$ cat config.mk
export PLATFORM = sky130hd
export DESIGN_NAME = multicycle_core
export DESIGN_NICKNAME = d
export VERILOG_FILES = /design/src/rtl/mc_pkg.sv /design/src/rtl/mc_regfile.sv /design/src/rtl/multicycle_core.sv
export SDC_FILE = /design/constraint.sdc
export NUM_CORES = 1
export LEC_CHECK = 0
export ABC_AREA = 1
export BUFFER_PORTS_ARGS = -buffer_cell sky130_fd_sc_hd__buf_2
export CORE_MARGIN = 2
export CORE_UTILIZATION = 55
export DETAILED_ROUTE_END_ITERATION = 7
export MAX_ROUTING_LAYER = met4
export PLACE_DENSITY = 0.85
export SLEW_MARGIN = 5
export SYNTH_ARGS = -nofsm -noshare
export SYNTH_HDL_FRONTEND = slang
export SYNTH_SLANG_ARGS = --single-unit
$ cat constraint.sdc
create_clock -name clk -period 8.4 [get_ports clk]
set_clock_uncertainty 0.2 [all_clocks]
set_input_delay 1.26 -clock clk [delete_from_list [all_inputs] [get_ports clk]]
set_output_delay 1.26 -clock clk [all_outputs]
set_load 0.1 [all_outputs]
$ cat src/rtl/mc_pkg.sv
`default_nettype none
// ============================================================================
//  Module      : mc_pkg
//  Description : Shared types, opcode encodings and ALU helper for the
//                multicycle 9-bit core.
//                Instruction word: op = [8:6], a = [5:3], b = [2:0].
//  Revision    : 1.0  initial multicycle release
// ============================================================================
package mc_pkg;

    typedef enum logic [2:0] {
        IDLE  = 3'd0,
        FETCH = 3'd1,
        EXEC  = 3'd2,
        MEM   = 3'd3,
        WB    = 3'd4,
        HALT  = 3'd5
    } state_t;

    localparam logic [2:0] OP_ADD  = 3'b000;
    localparam logic [2:0] OP_SUB  = 3'b001;
    localparam logic [2:0] OP_AND  = 3'b010;
    localparam logic [2:0] OP_XOR  = 3'b011;
    localparam logic [2:0] OP_ADDI = 3'b100;
    localparam logic [2:0] OP_LD   = 3'b101;
    localparam logic [2:0] OP_ST   = 3'b110;
    localparam logic [2:0] OP_BZ   = 3'b111;

    localparam int NUM_REGS = 8;
    localparam int REG_AW   = 3;

    // The ALU works at a fixed wide width; callers truncate to DATA_W. The
    // low DATA_W bits of add/sub/and/xor are unaffected by the extra width,
    // so wrap-around modulo 2^DATA_W falls out of the truncation.
    localparam int ALU_W = 64;

    function automatic logic [ALU_W-1:0] alu_f(
        input logic [2:0]       op,
        input logic [ALU_W-1:0] x,
        input logic [ALU_W-1:0] y
    );
        logic [ALU_W-1:0] res;
        res = x;
        case (op)
            OP_ADD, OP_ADDI: res = x + y;
            OP_SUB:          res = x - y;
            OP_AND:          res = x & y;
            OP_XOR:          res = x ^ y;
            default:         res = x;
        endcase
        return res;
    endfunction

endpackage
`default_nettype wire

$ cat src/rtl/mc_regfile.sv
`default_nettype none
// ============================================================================
//  Module      : mc_regfile
//  Description : 8 x DATA_W register file, two asynchronous read ports and
//                one synchronous write port, asynchronously cleared.
//  Ports       : clk             rising-edge clock
//                reset           asynchronous active-low clear
//                we/waddr/wdata  write port
//                raddr_a/rdata_a read port A
//                raddr_b/rdata_b read port B
//  Revision    : 1.0  initial multicycle release
// ============================================================================
module mc_regfile
    import mc_pkg::*;
#(
    parameter int DATA_W = 8
) (
    input  logic              clk,
    input  logic              reset,
    input  logic              we,
    input  logic [REG_AW-1:0] waddr,
    input  logic [DATA_W-1:0] wdata,
    input  logic [REG_AW-1:0] raddr_a,
    output logic [DATA_W-1:0] rdata_a,
    input  logic [REG_AW-1:0] raddr_b,
    output logic [DATA_W-1:0] rdata_b
);

    logic [DATA_W-1:0] r_regs [NUM_REGS];

    always_ff @(posedge clk or negedge reset) begin
        if (!reset) begin
            for (int i = 0; i < NUM_REGS; i++) begin
                r_regs[i] <= '0;
            end
        end else if (we) begin
            r_regs[waddr] <= wdata;
        end
    end

    assign rdata_a = r_regs[raddr_a];
    assign rdata_b = r_regs[raddr_b];

endmodule
`default_nettype wire

$ cat src/rtl/multicycle_core.sv
`default_nettype none
// ============================================================================
//  Module      : multicycle_core
//  Description : Multicycle 9-bit processor. FETCH/EXEC/MEM/WB sequencing
//                with req/ack instruction and data memory ports, start/idle
//                handshake, sticky halt, saturating cycle/retire counters.
//  Ports       : clk, reset (async active-low), start
//                imem_req/imem_addr/imem_ack/imem_rdata   instruction fetch
//                dmem_req/dmem_we/dmem_addr/dmem_wdata/
//                dmem_ack/dmem_rdata                      data access
//                busy, done, cycle_count, retired         status
//  Revision    : 1.0  initial multicycle release
// ============================================================================
module multicycle_core
    import mc_pkg::*;
#(
    parameter int DATA_W  = 8,
    parameter int PC_W    = 12,
    parameter int DONE_PC = 2000,
    parameter int CNT_W   = 16
) (
    input  logic              clk,
    input  logic              reset,
    input  logic              start,
    output logic              imem_req,
    output logic [PC_W-1:0]   imem_addr,
    input  logic              imem_ack,
    input  logic [8:0]        imem_rdata,
    output logic              dmem_req,
    output logic              dmem_we,
    output logic [DATA_W-1:0] dmem_addr,
    output logic [DATA_W-1:0] dmem_wdata,
    input  logic              dmem_ack,
    input  logic [DATA_W-1:0] dmem_rdata,
    output logic              busy,
    output logic              done,
    output logic [CNT_W-1:0]  cycle_count,
    output logic [CNT_W-1:0]  retired
);

    localparam logic [PC_W-1:0] C_DONE_PC = PC_W'(DONE_PC);

    state_t            r_state;
    logic [PC_W-1:0]   r_pc;
    logic [8:0]        r_ir;
    logic [CNT_W-1:0]  r_cycles;
    logic [CNT_W-1:0]  r_retired;

    logic [2:0]        w_op;
    logic [2:0]        w_ra;
    logic [2:0]        w_rb;
    logic signed [2:0] w_rb_s;
    logic [DATA_W-1:0] w_rdata_a;
    logic [DATA_W-1:0] w_rdata_b;
    logic [DATA_W-1:0] w_alu_y;
    logic [DATA_W-1:0] w_alu_res;
    logic [PC_W-1:0]   w_pc_inc;
    logic [PC_W-1:0]   w_pc_bz;
    logic [CNT_W-1:0]  w_retired_inc;
    logic              w_busy;
    logic              w_rf_we;
    logic [DATA_W-1:0] w_rf_wdata;

    assign w_op   = r_ir[8:6];
    assign w_ra   = r_ir[5:3];
    assign w_rb   = r_ir[2:0];
    assign w_rb_s = r_ir[2:0];

    mc_regfile #(
        .DATA_W (DATA_W)
    ) u_regfile (
        .clk     (clk),
        .reset   (reset),
        .we      (w_rf_we),
        .waddr   (w_ra),
        .wdata   (w_rf_wdata),
        .raddr_a (w_ra),
        .rdata_a (w_rdata_a),
        .raddr_b (w_rb),
        .rdata_b (w_rdata_b)
    );

    // ADDI uses the b field as a zero-extended immediate instead of R[b].
    assign w_alu_y   = (w_op == OP_ADDI) ? DATA_W'(w_rb) : w_rdata_b;
    assign w_alu_res = DATA_W'(alu_f(w_op, ALU_W'(w_rdata_a), ALU_W'(w_alu_y)));

    // Register writes only happen in WB (ALU) or on the ack of a load; the
    // operands stay stable through MEM because nothing else writes then.
    assign w_rf_we    = (r_state == WB) ||
                        ((r_state == MEM) && dmem_ack && (w_op == OP_LD));
    assign w_rf_wdata = (r_state == MEM) ? dmem_rdata : w_alu_res;

    // Branch offset is the b field sign-extended (-4..+3).
    assign w_pc_inc = r_pc + PC_W'(1);
    assign w_pc_bz  = (w_rdata_a == '0) ? (r_pc + PC_W'(w_rb_s)) : w_pc_inc;

    assign w_retired_inc = (r_retired == '1) ? r_retired : (r_retired + CNT_W'(1));

    assign w_busy = (r_state == FETCH) || (r_state == EXEC) ||
                    (r_state == MEM)   || (r_state == WB);

    always_ff @(posedge clk or negedge reset) begin
        if (!reset) begin
            r_state   <= IDLE;
            r_pc      <= '0;
            r_ir      <= '0;
            r_cycles  <= '0;
            r_retired <= '0;
        end else begin
            if (w_busy && (r_cycles != '1)) begin
                r_cycles <= r_cycles + CNT_W'(1);
            end
            case (r_state)
                IDLE: begin
                    if (start) begin
                        r_state <= (r_pc == C_DONE_PC) ? HALT : FETCH;
                    end
                end
                FETCH: begin
                    if (imem_ack) begin
                        r_ir    <= imem_rdata;
                        r_state <= EXEC;
                    end
                end
                EXEC: begin
                    case (w_op)
                        OP_LD, OP_ST: r_state <= MEM;
                        OP_BZ: begin
                            r_pc      <= w_pc_bz;
                            r_retired <= w_retired_inc;
                            r_state   <= (w_pc_bz == C_DONE_PC) ? HALT : FETCH;
                        end
                        default: r_state <= WB;
                    endcase
                end
                MEM: begin
                    if (dmem_ack) begin
                        r_pc      <= w_pc_inc;
                        r_retired <= w_retired_inc;
                        r_state   <= (w_pc_inc == C_DONE_PC) ? HALT : FETCH;
                    end
                end
                WB: begin
                    r_pc      <= w_pc_inc;
                    r_retired <= w_retired_inc;
                    r_state   <= (w_pc_inc == C_DONE_PC) ? HALT : FETCH;
                end
                HALT:    r_state <= HALT;
                default: r_state <= IDLE;
            endcase
        end
    end

    // Requests decode straight from the state register, so the async reset
    // removes them in the same cycle and any later ack finds the core idle.
    assign imem_req    = (r_state == FETCH);
    assign imem_addr   = r_pc;
    assign dmem_req    = (r_state == MEM);
    assign dmem_we     = (r_state == MEM) && (w_op == OP_ST);
    assign dmem_addr   = w_rdata_b;
    assign dmem_wdata  = w_rdata_a;
    assign busy        = w_busy;
    assign done        = (r_state == HALT);
    assign cycle_count = r_cycles;
    assign retired     = r_retired;

endmodule
`default_nettype wire

==> Flow_metrics.wiki <==
{| class="wikitable"
! Metric !! Value
|-
| Post-synthesis share of cell area spent on full adders, half adders and majority gates || 5.04%
|-
| Number of buffers inserted for hold repair after clock tree synthesis || 0
|-
| Ys flop type || dfrtp_1
|-
| Worst min-delay path startpoint || u_regfile.r_regs[26]
|-
| Chip height || 126 um
|-
| Unrepaired setup endpoints after global routing || false
|-
| Post-synthesis share of cell area spent on xor and xnor gates || 5.32%
|-
| Setup total negative slack || 0 ns
|-
| Commonest non-fill, non-tap cell in the layout || nand2_1
|-
| Minimum clock period after layout || 5.23 ns
|-
| Post-DR vias/cell || 5.66
|-
| Worst Hold Path Cells || 2
|-
| Leading cell types in the layout, fill and taps excluded || nand2_1 (407), o21ai_0 (127), inv_1 (120), dfrtp_1 (120), buf_2 (85)
|-
| Setup slack of the most critical reg-to-reg path || between 3 and 4 ns
|-
| Share of layout cells above drive strength 1 || 11.7%
|-
| CTS Buffer Depth || 2
|-
| Critical path endpoint category || register
|-
| Slew Limit Fails || 0
|-
| Maximum number of pins on one net before global-route repair || between 60 and 70
|-
| Placed cell count || 1420
|-
| Worst R2R End || u_regfile.r_regs[44]
|-
| Half-perimeter wire length after detailed placement || 16000 um
|-
| Minimum hold slack || 0.290 ns
|-
| Syn. warnings || 0
|-
| Die area || around 16000 um^2
|-
| Routed wirelength normalized by instance count || 15.3 um
|-
| Transition time at the pin with the least slew margin || 1.08 ns
|-
| Setup Viol. Count Final || 0
|-
| Compound-gate portion of the synthesized area || 15.2%
|-
| Mux contribution to synthesized area || 0%
|-
| Headroom to the max-slew limit || 27.3%
|-
| Netlist area before placement || 8240 um^2
|-
| Total routed wirelength || approximately 22000 um
|-
| Placeable Area || ~15000 um^2
|-
| Die width || 126 um
|-
| Number of DRC violations after detailed routing || 0
|-
| Post-layout instance area || 9300 um^2
|-
| Num CTS Buffers || 17
|-
| Cell count of the worst reg-to-reg path || 18
|-
| Worst min-delay path endpoint || u_regfile.r_regs[26]
|-
| F_max || 191 MHz
|-
| Synth top area cells || dfrtp_1 (36%), nand2_1 (19%), o21ai_0 (7.7%), inv_1 (5.5%), ha_1 (4.6%)
|-
| Max stage delay on crit path || 1.03 ns
|-
| Post-synth EDFFs || 0
|-
| DRT iter0 DRCs || 898
|-
| Source-to-sink clock delay at the later pin of the worst-skew pair || between 0.4 and 0.5 ns
|-
| Input/output buffers || 86
|-
| Final antenna-violating net count || 0
|-
| TritonCTS clock tree || done
|-
| Final period util || slightly above 60%
|-
| Class of the most critical setup path || register to register
|-
| Total number of vias || 8221
|-
| Number of standard cells after synthesis || approximately 1200
|-
| Library cell with the largest summed area after synthesis || dfrtp_1
|-
| Total congestion overflow after global routing || 0
|-
| Setup Fix Bufs, Post-CTS || 0
|-
| Element type at the critical path start || register
|-
| Wire length of the first global-routing pass || about 37000 um
|-
| CTS H-tree depth || 4
|-
| Critical path startpoint || r_ir[0]
|-
| Syn nets || roughly 1200
|-
| Routability Congestion || approximately 0.9
|-
| Critical Path, Cell by Cell || inv_2 -> o21ai_0 -> o211ai_1 -> o21ai_1 -> nand2_1 -> o21ai_1 -> ha_1 -> o21ai_0 -> inv_1 -> fa_1 -> nor2_1 -> nor2_1 -> nor2_1 -> nor3_1 -> nand3b_1 -> a31oi_1 -> nand2_1 -> o21ai_0
|-
| Number of standard-cell rows in the floorplan || 44
|-
| Hold Crit Class || register to register
|-
| Crit path arrival time || 5.36 ns
|-
| Antenna violations before repair || 1
|-
| Reported max-cap violation count || 0
|-
| Required @ worst endpoint || 8.53 ns
|-
| Number of sinks handled by clock tree synthesis || 120
|-
| CTS root buf || clkbuf_16
|-
| Tot GR Track Use || between 20% and 30%
|-
| Outcome || finished clean
|-
| Clock slew seen by the registers of the worst setup and hold paths || 0.06 ns
|-
| Number of global-route vias before repair || 7567
|-
| Portion of synthesized cell area occupied by the leading cell type || between 30% and 40%
|-
| Register area share after synthesis || 36.5%
|-
| Post-CTS resize count || 0
|-
| Largest fanout on the critical path || 35
|-
| Total number of nets in the final design || about 1300
|-
| Distinct cells, synth || 47
|-
| Simple-gate portion of the synthesized area || approximately 30%
|-
| Final standard cell count with taps included and fillers excluded || roughly 1500
|-
| Reg-to-reg critical path startpoint || r_ir[0]
|-
| Area added between synthesis and finish || 12.9%
|-
| Syn Area/Cell || 6.97 um^2
|-
| Share of synthesized registers carrying an async set or reset || 100%
|-
| Io pins || 87
|-
| Number of hold-slack violations in the final timing report || 0
|-
| Synth Register Bits || 120
|-
| Main combinational cell family by area after synthesis || simple AND/OR/NAND/NOR gates
|-
| Cell type of the slowest stage on the worst timing path || dfrtp_1
|-
| Number of detailed-route iterations in the first pass || 5
|-
| Cell area reported after detailed placement || roughly 8700 um^2
|-
| Starting density of the core || 56.4%
|}
-- layer usage --
layer | part of all wire, % | vias up | global-route usage (%)
met5 | 0 | - | -
met2 | 47 | 387 | 46.7
met4 | 2.5 | 0 | 9.57
met3 | 8.3 | 52 | 5.19
met1 | 42 | 3803 | 38.1
li1 | - | 3979 | -
-- how the worst max path moves through the flow --
stage	slack (ns)	end	cells past startpoint
after CTS	3.24	u_regfile.r_regs[30]	23
after detailed placement	3.24	u_regfile.r_regs[30]	23
after floorplan	4.02	u_regfile.r_regs[54]	27
after global routing	2.60	u_regfile.r_regs[62]	23
after global placement	3.51	u_regfile.r_regs[14]	26
final	3.17	u_regfile.r_regs[44]	18
-- through the flow --
stage	worst slack, ns	util, %
final	3.17	63.7
after global routing	2.60	63.7
after detailed placement	3.24	59.7
after CTS	3.24	63.7
after global placement	3.51	59.7
after floorplan	4.02	-
-- worst max-delay path, delay by kind of cell, from the launching register on --
family	cells	cell delay, ns
flip-flops	1	1.03
AO/OA/AOI/OAI	7	1.87
adder cells (fa/ha/maj)	2	0.71
buffers and inverters	2	0.58
AND/OR/NAND/NOR	7	0.71
-- state kept, by name, indices dropped and copies added, names as in the netlist --
name,count
u_regfile.r_regs,64
cycle_count,16
retired,16
imem_addr,12
r_ir,9
r_state,3
-- logic make-up after synthesis --
kind of cell / after synthesis
and+or+nand+nor: 587
AOI/OAI and AO/OA: 229
buffers and inverters: 164
DFF: 120
xor gates and xnor gates: 50
adders and majority gates: 32
-- cell type report --
type / instances / area (um^2)
antenna: 1 / 2.50
clock buffer: 18 / 439
clock inverter: 14 / 139
fill: 1231 / 5290
inverter: 130 / 488
multi-input combinational: 898 / 4550
sequential: 120 / 3000
tap: 184 / 230
timing repair buffer: 88 / 448
-- synth_stat cells (2+ instances only) --
library cell and instances:
o21bai_1 6, o21ai_0 127, nor2_4 2, nand3_2 2
inv_1 120, o211ai_1 9, buf_6 6, buf_2 9
fa_1 2, a21oi_1 51, nand2_1 407, nor2_2 3
inv_2 6, nand2_2 7, a21o_1 2, o21ai_1 7
buf_4 4, a31oi_1 6, clkinv_1 4, xnor2_1 11
nand3_1 39, a221oi_1 2, nor3_2 4, xor2_1 39
a22oi_1 7, nand3b_1 6, dfrtp_1 120, nand4_1 5
nor3_1 21, o22ai_1 5, nor3b_1 2, nor2_1 82
clkbuf_1 14, nor4_1 3, ha_1 30
Power is not shown: default switching activity piles up to over one toggle a cycle in this logic, so the estimate is an artifact.
